### src/rtl/cp0_regs_if.sv
// CP0 register-file port bundle: MTC0/MFC0 access, exception/ERET commit, interrupt lines.
// master = pipeline side driving requests, slave = cp0_regs.
interface cp0_regs_if;
    logic        c0_we;
    logic [7:0]  c0_addr;
    logic [31:0] c0_wdata;
    logic [31:0] c0_rdata;
    logic        ex_valid;
    logic [4:0]  ex_code;
    logic        ex_bd;
    logic [31:0] ex_pc;
    logic [31:0] ex_badvaddr;
    logic        eret_flush;
    logic [5:0]  ext_int;
    logic [31:0] epc;
    logic        int_req;

    modport master (
        output c0_we, c0_addr, c0_wdata, ex_valid, ex_code, ex_bd, ex_pc,
               ex_badvaddr, eret_flush, ext_int,
        input  c0_rdata, epc, int_req
    );

    modport slave (
        input  c0_we, c0_addr, c0_wdata, ex_valid, ex_code, ex_bd, ex_pc,
               ex_badvaddr, eret_flush, ext_int,
        output c0_rdata, epc, int_req
    );
endinterface

### src/rtl/cp0_regs.sv
// MIPS CP0 subset: BadVAddr, Status, Cause, EPC, plus Count/Compare timer when CP0_TIMER_EN is defined.
// Reads are combinational; writes and exception updates land on the next clk edge, no handshake/backpressure.
module cp0_regs (
    input  logic     clk,
    input  logic     reset,
    cp0_regs_if.slave bus
);
    localparam logic [7:0] ADDR_BADVADDR = {5'd8,  3'd0};
    localparam logic [7:0] ADDR_STATUS   = {5'd12, 3'd0};
    localparam logic [7:0] ADDR_CAUSE    = {5'd13, 3'd0};
    localparam logic [7:0] ADDR_EPC      = {5'd14, 3'd0};

    logic [31:0] r_badvaddr;
    logic [31:0] r_epc;
    logic [7:0]  r_im;
    logic        r_exl;
    logic        r_ie;
    logic        r_bd;
    logic [5:0]  r_ip_hw;
    logic [1:0]  r_ip_sw;
    logic [4:0]  r_exccode;

    logic        w_ti;
    logic        w_ti_next;
    logic        w_badv_load;
    logic [31:0] w_status;
    logic [31:0] w_cause;

`ifdef CP0_TIMER_EN
    localparam logic [7:0] ADDR_COUNT   = {5'd9,  3'd0};
    localparam logic [7:0] ADDR_COMPARE = {5'd11, 3'd0};

    logic [31:0] r_count;
    logic [31:0] r_compare;
    logic        r_tick;
    logic        r_ti;
    logic        w_count_wr;
    logic        w_compare_wr;

    // Timer writes are not subject to the exception/ERET priority chain.
    assign w_count_wr   = bus.c0_we && (bus.c0_addr == ADDR_COUNT);
    assign w_compare_wr = bus.c0_we && (bus.c0_addr == ADDR_COMPARE);

    always_comb begin
        w_ti_next = r_ti;
        if (w_compare_wr)
            w_ti_next = 1'b0;
        else if (r_count == r_compare)
            w_ti_next = 1'b1;
    end

    always_ff @(posedge clk) begin
        if (reset) begin
            r_count   <= 32'd0;
            r_compare <= 32'd0;
            r_tick    <= 1'b0;
            r_ti      <= 1'b0;
        end else begin
            r_tick <= ~r_tick;
            r_ti   <= w_ti_next;
            if (w_count_wr)
                r_count <= bus.c0_wdata;
            else if (r_tick)
                r_count <= r_count + 32'd1;
            if (w_compare_wr)
                r_compare <= bus.c0_wdata;
        end
    end

    assign w_ti = r_ti;
`else
    assign w_ti      = 1'b0;
    assign w_ti_next = 1'b0;
`endif

    assign w_badv_load = bus.ex_valid && (bus.ex_code >= 5'd1) && (bus.ex_code <= 5'd5);

    always_ff @(posedge clk) begin
        if (reset) begin
            r_badvaddr <= 32'd0;
            r_epc      <= 32'd0;
            r_im       <= 8'd0;
            r_exl      <= 1'b0;
            r_ie       <= 1'b0;
            r_bd       <= 1'b0;
            r_ip_hw    <= 6'd0;
            r_ip_sw    <= 2'd0;
            r_exccode  <= 5'd0;
        end else begin
            // IP[15] folds in the post-edge TI so a Compare write drops int_req one cycle later.
            r_ip_hw <= {bus.ext_int[5] | w_ti_next, bus.ext_int[4:0]};
            if (bus.ex_valid) begin
                r_exl     <= 1'b1;
                r_exccode <= bus.ex_code;
                if (!r_exl) begin
                    r_epc <= bus.ex_bd ? (bus.ex_pc - 32'd4) : bus.ex_pc;
                    r_bd  <= bus.ex_bd;
                end
                if (w_badv_load)
                    r_badvaddr <= bus.ex_badvaddr;
            end else if (bus.eret_flush) begin
                r_exl <= 1'b0;
            end else if (bus.c0_we) begin
                case (bus.c0_addr)
                    ADDR_STATUS: begin
                        r_im  <= bus.c0_wdata[15:8];
                        r_exl <= bus.c0_wdata[1];
                        r_ie  <= bus.c0_wdata[0];
                    end
                    ADDR_CAUSE: r_ip_sw <= bus.c0_wdata[9:8];
                    ADDR_EPC:   r_epc   <= bus.c0_wdata;
                    default: ;
                endcase
            end
        end
    end

    assign w_status = {9'd0, 1'b1, 6'd0, r_im, 6'd0, r_exl, r_ie};
    assign w_cause  = {r_bd, w_ti, 14'd0, r_ip_hw, r_ip_sw, 1'b0, r_exccode, 2'd0};

    always_comb begin
        bus.c0_rdata = 32'd0;
        case (bus.c0_addr)
            ADDR_BADVADDR: bus.c0_rdata = r_badvaddr;
            ADDR_STATUS:   bus.c0_rdata = w_status;
            ADDR_CAUSE:    bus.c0_rdata = w_cause;
            ADDR_EPC:      bus.c0_rdata = r_epc;
`ifdef CP0_TIMER_EN
            ADDR_COUNT:    bus.c0_rdata = r_count;
            ADDR_COMPARE:  bus.c0_rdata = r_compare;
`endif
            default:       bus.c0_rdata = 32'd0;
        endcase
    end

    assign bus.epc     = r_epc;
    assign bus.int_req = (|({r_ip_hw, r_ip_sw} & r_im)) & r_ie & ~r_exl & ~reset;
endmodule

### src/flat_wrapper.sv
// flat-port wrapper written by rule: the top's interface ports become plain ports
module cp0_regs_flat 
  (clk, reset, bus_c0_we, bus_c0_addr, bus_c0_wdata, bus_ex_valid, bus_ex_code, bus_ex_bd, bus_ex_pc, bus_ex_badvaddr, bus_eret_flush, bus_ext_int, bus_c0_rdata, bus_epc, bus_int_req);
  cp0_regs_if bus_i ();
  input  logic clk;
  input  logic reset;
  input wire logic [$bits(bus_i.c0_we)-1:0] bus_c0_we;
  input wire logic [$bits(bus_i.c0_addr)-1:0] bus_c0_addr;
  input wire logic [$bits(bus_i.c0_wdata)-1:0] bus_c0_wdata;
  input wire logic [$bits(bus_i.ex_valid)-1:0] bus_ex_valid;
  input wire logic [$bits(bus_i.ex_code)-1:0] bus_ex_code;
  input wire logic [$bits(bus_i.ex_bd)-1:0] bus_ex_bd;
  input wire logic [$bits(bus_i.ex_pc)-1:0] bus_ex_pc;
  input wire logic [$bits(bus_i.ex_badvaddr)-1:0] bus_ex_badvaddr;
  input wire logic [$bits(bus_i.eret_flush)-1:0] bus_eret_flush;
  input wire logic [$bits(bus_i.ext_int)-1:0] bus_ext_int;
  output wire logic [$bits(bus_i.c0_rdata)-1:0] bus_c0_rdata;
  output wire logic [$bits(bus_i.epc)-1:0] bus_epc;
  output wire logic [$bits(bus_i.int_req)-1:0] bus_int_req;
  assign bus_i.c0_we = bus_c0_we;
  assign bus_i.c0_addr = bus_c0_addr;
  assign bus_i.c0_wdata = bus_c0_wdata;
  assign bus_i.ex_valid = bus_ex_valid;
  assign bus_i.ex_code = bus_ex_code;
  assign bus_i.ex_bd = bus_ex_bd;
  assign bus_i.ex_pc = bus_ex_pc;
  assign bus_i.ex_badvaddr = bus_ex_badvaddr;
  assign bus_i.eret_flush = bus_eret_flush;
  assign bus_i.ext_int = bus_ext_int;
  assign bus_c0_rdata = bus_i.c0_rdata;
  assign bus_epc = bus_i.epc;
  assign bus_int_req = bus_i.int_req;
  cp0_regs u_core (.clk(clk), .reset(reset), .bus(bus_i));
endmodule
### config.mk
export PLATFORM = sky130hd
export DESIGN_NAME = cp0_regs_flat
export DESIGN_NICKNAME = d
export VERILOG_FILES = /design/src/rtl/cp0_regs_if.sv /design/src/rtl/cp0_regs.sv /design/src/flat_wrapper.sv
export SDC_FILE = /design/constraint.sdc
export NUM_CORES = 1
export LEC_CHECK = 0
export ABC_AREA = 1
export CORE_ASPECT_RATIO = 0.9
export CORE_MARGIN = 4
export CORE_UTILIZATION = 48
export CTS_CLUSTER_SIZE = 16
export DETAILED_ROUTE_END_ITERATION = 8
export HOLD_SLACK_MARGIN = 0.12
export MAX_ROUTING_LAYER = met4
export PLACE_DENSITY = 0.86
export SYNTH_ARGS = -nofsm -noshare
export SYNTH_HDL_FRONTEND = slang
export SYNTH_SLANG_ARGS = --single-unit
### constraint.sdc
create_clock -name clk -period 3.6 [get_ports clk]
set_input_delay 0.72 -clock clk [delete_from_list [all_inputs] [get_ports clk]]
set_output_delay 0.72 -clock clk [all_outputs]
set_load 0.01 [all_outputs]
After elaboration in Yosys (flattened, before gate mapping)
Cells that the tools add are included.
W data, S select, Z words.
{ "totals": {"ff_bits": 88, "in_bits": 121, "output_inout_bits": 65, "elab_cells": 50} }
{ "op_classes": {"addsub": 1, "magnitude_cmp": 2, "n_eq_ne": 6, "n_mux": 11, "bitwise": 8, "n_reduce_logical": 13} }
{ "ops": {"columns": ["op", "count"], "rows": [
  ["$mux W32", 6],
  ["$pmux W32 S4", 1],
  ["$eq A8 B7 Y1 const B", 4],
  ["$sub A32 B3 Y32 const B", 1],
  ["$reduce_and A4 Y1", 3],
  ["$and A8 B8 Y8", 1],
  ["$reduce_or A8 Y1", 1],
  ["$reduce_and A2 Y1", 3],
  ["$reduce_bool A3 Y1", 2],
  ["$ge A5 B1 Y1 const B", 1],
  ["$le A5 B3 Y1 const B", 1],
  ["$mux W1", 4],
  ["$ne A2 B2 Y1 const B", 2],
  ["$not A1 Y1", 4],
  ["$reduce_bool A2 Y1", 2],
  ["$and A1 B1 Y1", 3],
  ["$logic_and A1 B1 Y1", 2]
]} }

Longest topological paths before layout
{ "logic_depth": {"word_depth": 5, "depth_mapped": 12, "mapped_depth_nobuf": 12} }

Worst setup path before layout
No wires, ideal clock.
{ "synth_timing": {"kind": "in2out", "startpoint": "input bus_c0_addr[1]", "endpoint": "output bus_c0_rdata[0]", "arrival_time_ns": 1.600, "required_ns": 2.880, "slack_ns": 1.280, "cell_stages": 8, "n_path_buf": 1, "cell_sequence": "nor2_2 -> nand2_2 -> nor2_4 -> nand2_1 -> clkinv_2 -> clkbuf_1 -> nand2_1 -> o211ai_1"} }
{ "synth_via": {"elab_chain_len": 2, "elab_cells_between_ends": 5, "classes_between": "eq/ne (4); mux (1)"} }
{ "synth_lines": {"columns": ["item", "line_no", "rtl"], "rows": [
  ["start: declaration", "flat_wrapper.sv:8", "input wire logic [$bits(bus_i.c0_addr)-1:0] bus_c0_addr;"],
  ["$eq A8 B7 Y1", "cp0_regs.sv:123", "case (bus.c0_addr)"],
  ["$pmux W32 S4 (*)", "cp0_regs.sv:123", null],
  ["end: declaration", "flat_wrapper.sv:17", "output wire logic [$bits(bus_i.c0_rdata)-1:0] bus_c0_rdata;"]
]} }
Mark *: on every way between the ends. The rest lies on a longest branch, timed or not.

Worst setup path in the final report
{ "layout_timing": {"startpoint": "input bus_c0_addr[4]", "endpoint": "output bus_c0_rdata[22]"} }
Same word-level chain as after synthesis.

==> results.json <==
{
  "crit_start": "bus_c0_addr[4]",
  "ff_latch_area_sq_um": 1762,
  "hpwl_um": 14340,
  "ant_nets": 0,
  "drive_gt1_share_pct": 8.197,
  "layout_commonest_cell": "clkdlybuf4s50_1",
  "synth_area_leaders": "dfxtp_1 36%, nand2_1 11%, nor2_1 10%",
  "postPlaceCellArea_sq_um": 6813,
  "num_antenna_cells": 0,
  "yosysSeqAreaShare_pct": 35.53,
  "layout_common_cells": "184 x clkdlybuf4s50_1, 148 x nand2_1, 137 x nor2_1",
  "period_share_pct": 97.17,
  "die_h_um": 104.4,
  "track_usage_pct": 31.08,
  "stdcell_count": 1041,
  "nFillCells": 761,
  "period_minus_slack_ns": 3.498,
  "ys_ff_latch": 88,
  "critPathSlowestCell": "clkdlybuf4s50_1",
  "cp_data_required_time_ns": 2.88,
  "cp_slowest_stage_delay_ns": 0.52,
  "tightest_slew_ns": 0.5580,
  "grt_pass1_vias": 5639,
  "cpMostUsedCell": "inv_1",
  "root_buffer": "clkbuf_16",
  "maxCapViolCount": 0,
  "status": "finished, final reports clean",
  "cts_buffers": 9,
  "routedWlPerCell_um": 17.88,
  "syn_to_final_growth_pct": 44.06,
  "synth_nets": 867,
  "finalNetCount": 1032,
  "route.detailed.drc": 0,
  "cts-resized-gates": 0,
  "start_kind": "input pin",
  "worst_slack_ns": 0.1021,
  "cts.clk_slew.worst_paths_ns": 0.06,
  "synth-simple-area-share_pct": 33.48,
  "cts_buffer_depth": 2,
  "drv_slew": 0,
  "yosysUniqueCellTypes": 43,
  "routed_wl_um": 18610,
  "gp_congestion": 0.9779,
  "holdCritPathClass": "reg2reg",
  "r2r-start": "u_core.r_exl",
  "cp-end-kind": "output pin",
  "synthAdderAreaFrac_pct": 0.2523,
  "placementRows": 34,
  "finalClockSkew_ns": 0.003803,
  "h-tree-depth": 3,
  "antenna_found_initial": 0,
  "synth_top_cell_by_area": "dfxtp_1",
  "finalSetupTns_ns": 0,
  "cts_hold_buf": 0,
  "fmax_ghz": 0.2859,
  "place_ws_ns": 0.1174,
  "crit_type": "in2out",
  "viasPerCell": 5.621,
  "core_area_sq_um": 9869,
  "die_x_um": 115.1,
  "setup_viol": 0,
  "start_util_pct": 50.24,
  "cp_cell_sequence": "clkdlybuf4s50_1 -> inv_1 -> nand4_1 -> inv_1 -> nand2_1 -> inv_1 -> a221o_1 -> clkdlybuf4s50_1",
  "synth_cells": 745,
  "syn_avg_cell_area_sq_um": 6.656,
  "min_from": "u_core.r_bd",
  "hold_slack_ns": 0.4665,
  "crit_arrival_ns": 2.78,
  "multiInputGateArea_sq_um": 2738,
  "first_pass_iters": 8,
  "leakage_uw": 0.002771,
  "p_per_area_nw_per_um2": 356.6,
  "ios": 186,
  "ir_worst_vdd_mv": 0.3154,
  "hold_violations": 0,
  "portBuffers": 185,
  "rsz0062_at_grt": "no",
  "dieArea_sq_um": 12020,
  "first_iter_violations": 549,
  "grt_max_degree": 66,
  "final_cell_area_sq_um": 7143,
  "synth.area.mux_share_pct": 0,
  "dp.cells": 1025,
  "via_count": 5851,
  "cts_setup_buffers": 0,
  "tritoncts": "yes",
  "grt_overflow": 0,
  "synth-compound-area-share_pct": 20.94,
  "critPathMaxFanout": 11,
  "netlist.area_leader.share_pct": 35.53,
  "grt_pass1_wl_um": 28770,
  "syn_area_sq_um": 4959,
  "slew_headroom_pct": 62.80,
  "clk_latency_ns": 0.34,
  "cts_num_sinks": 88,
  "ys_warn_count": 0,
  "synthXorXnorAreaFrac_pct": 0.5299,
  "synth_top_family_by_area": "simple AND/OR/NAND/NOR gates"
}
report_power, final:
part           leakage (uW)  internal [uW]  switching (uW)
clock              0.000158            617             412
combinational       0.00189            227             220
sequential         0.000722           1030            45.3
total               0.00277           1870             677
layout make-up:
| cell class | count | share of cell area (%) |
|---|---|---|
| clock buffer | 9 | 3.153 |
| clock inverter | 7 | 1.419 |
| inverter | 64 | 3.468 |
| multi-input combinational | 555 | 38.33 |
| sequential | 88 | 24.66 |
| tap | 126 | 2.207 |
| timing repair buffer | 192 | 26.76 |
final timing paths:
check	slack, ns	endpoint	cells past startpoint
worst max register to register	2.03	u_core.bus.epc[31]	7
worst min-delay path	0.47	u_core.r_bd	2
worst min register to register	0.47	u_core.r_bd	2
worst max-delay path	0.10	bus_c0_rdata[22]	8
metrics by stage:
stage          total power, uW  util, %
2_1_floorplan             1273        -
3_3_place_gp              1522    69.03
3_5_place_dp              1534    69.03
4_1_cts                   2546    72.34
5_1_grt                   2632    72.38
6_report                  2547    72.38
critical path: cells and delay by family:
kind,cells,cell delay [ns]
AO/OA/AOI/OAI,1,0.29
buffers and inverters,5,1.31
AND/OR/NAND/NOR,2,0.45
cells by family (layout without fill, tap and decap cells):
| logic type | after synthesis | after routing |
|---|---|---|
| simple gates | 377 | 377 |
| compound gates | 174 | 174 |
| buf+inv | 102 | 272 |
| flops | 88 | 88 |
| xor+xnor | 3 | 3 |
| fa+ha+maj | 1 | 1 |
per-layer routing:
metal / global-route usage (%) / vias to the layer above / part of all wire (%)
met2: 50.87 / 309 / 48
met5: - / - / 0
li1: - / 2788 / -
met1: 38.68 / 2713 / 41
met4: 9.723 / 0 / 2.8
met3: 5.759 / 41 / 8.6
sequential cells by signal, indices dropped and copies added (netlist names):
name / cells
u_core.bus.epc: 32
u_core.r_badvaddr: 32
u_core.r_bd: 1
u_core.r_exccode: 5
u_core.r_exl: 1
u_core.r_ie: 1
u_core.r_im: 8
u_core.r_ip_hw: 6
u_core.r_ip_sw: 2
cells in the mapped netlist, drive strengths merged:
cell / number
clkbuf: 18
inv: 63
o21bai: 3
nor2: 162
a211oi: 2
a221o: 1
a21o: 1
and2: 1
a31oi: 6
a221oi: 2
nand2: 156
nor3: 3
dlygate4sd1: 1
xor2: 1
o21ai: 78
ha: 1
dfxtp: 88
a22o: 16
o2111ai: 8
or2: 2
o211ai: 5
clkinv: 1
o22ai: 2
nand4: 16
xnor2: 2
nand3: 37
a21oi: 50
buf: 19
Note: power is estimated with default switching activity, not from simulation.
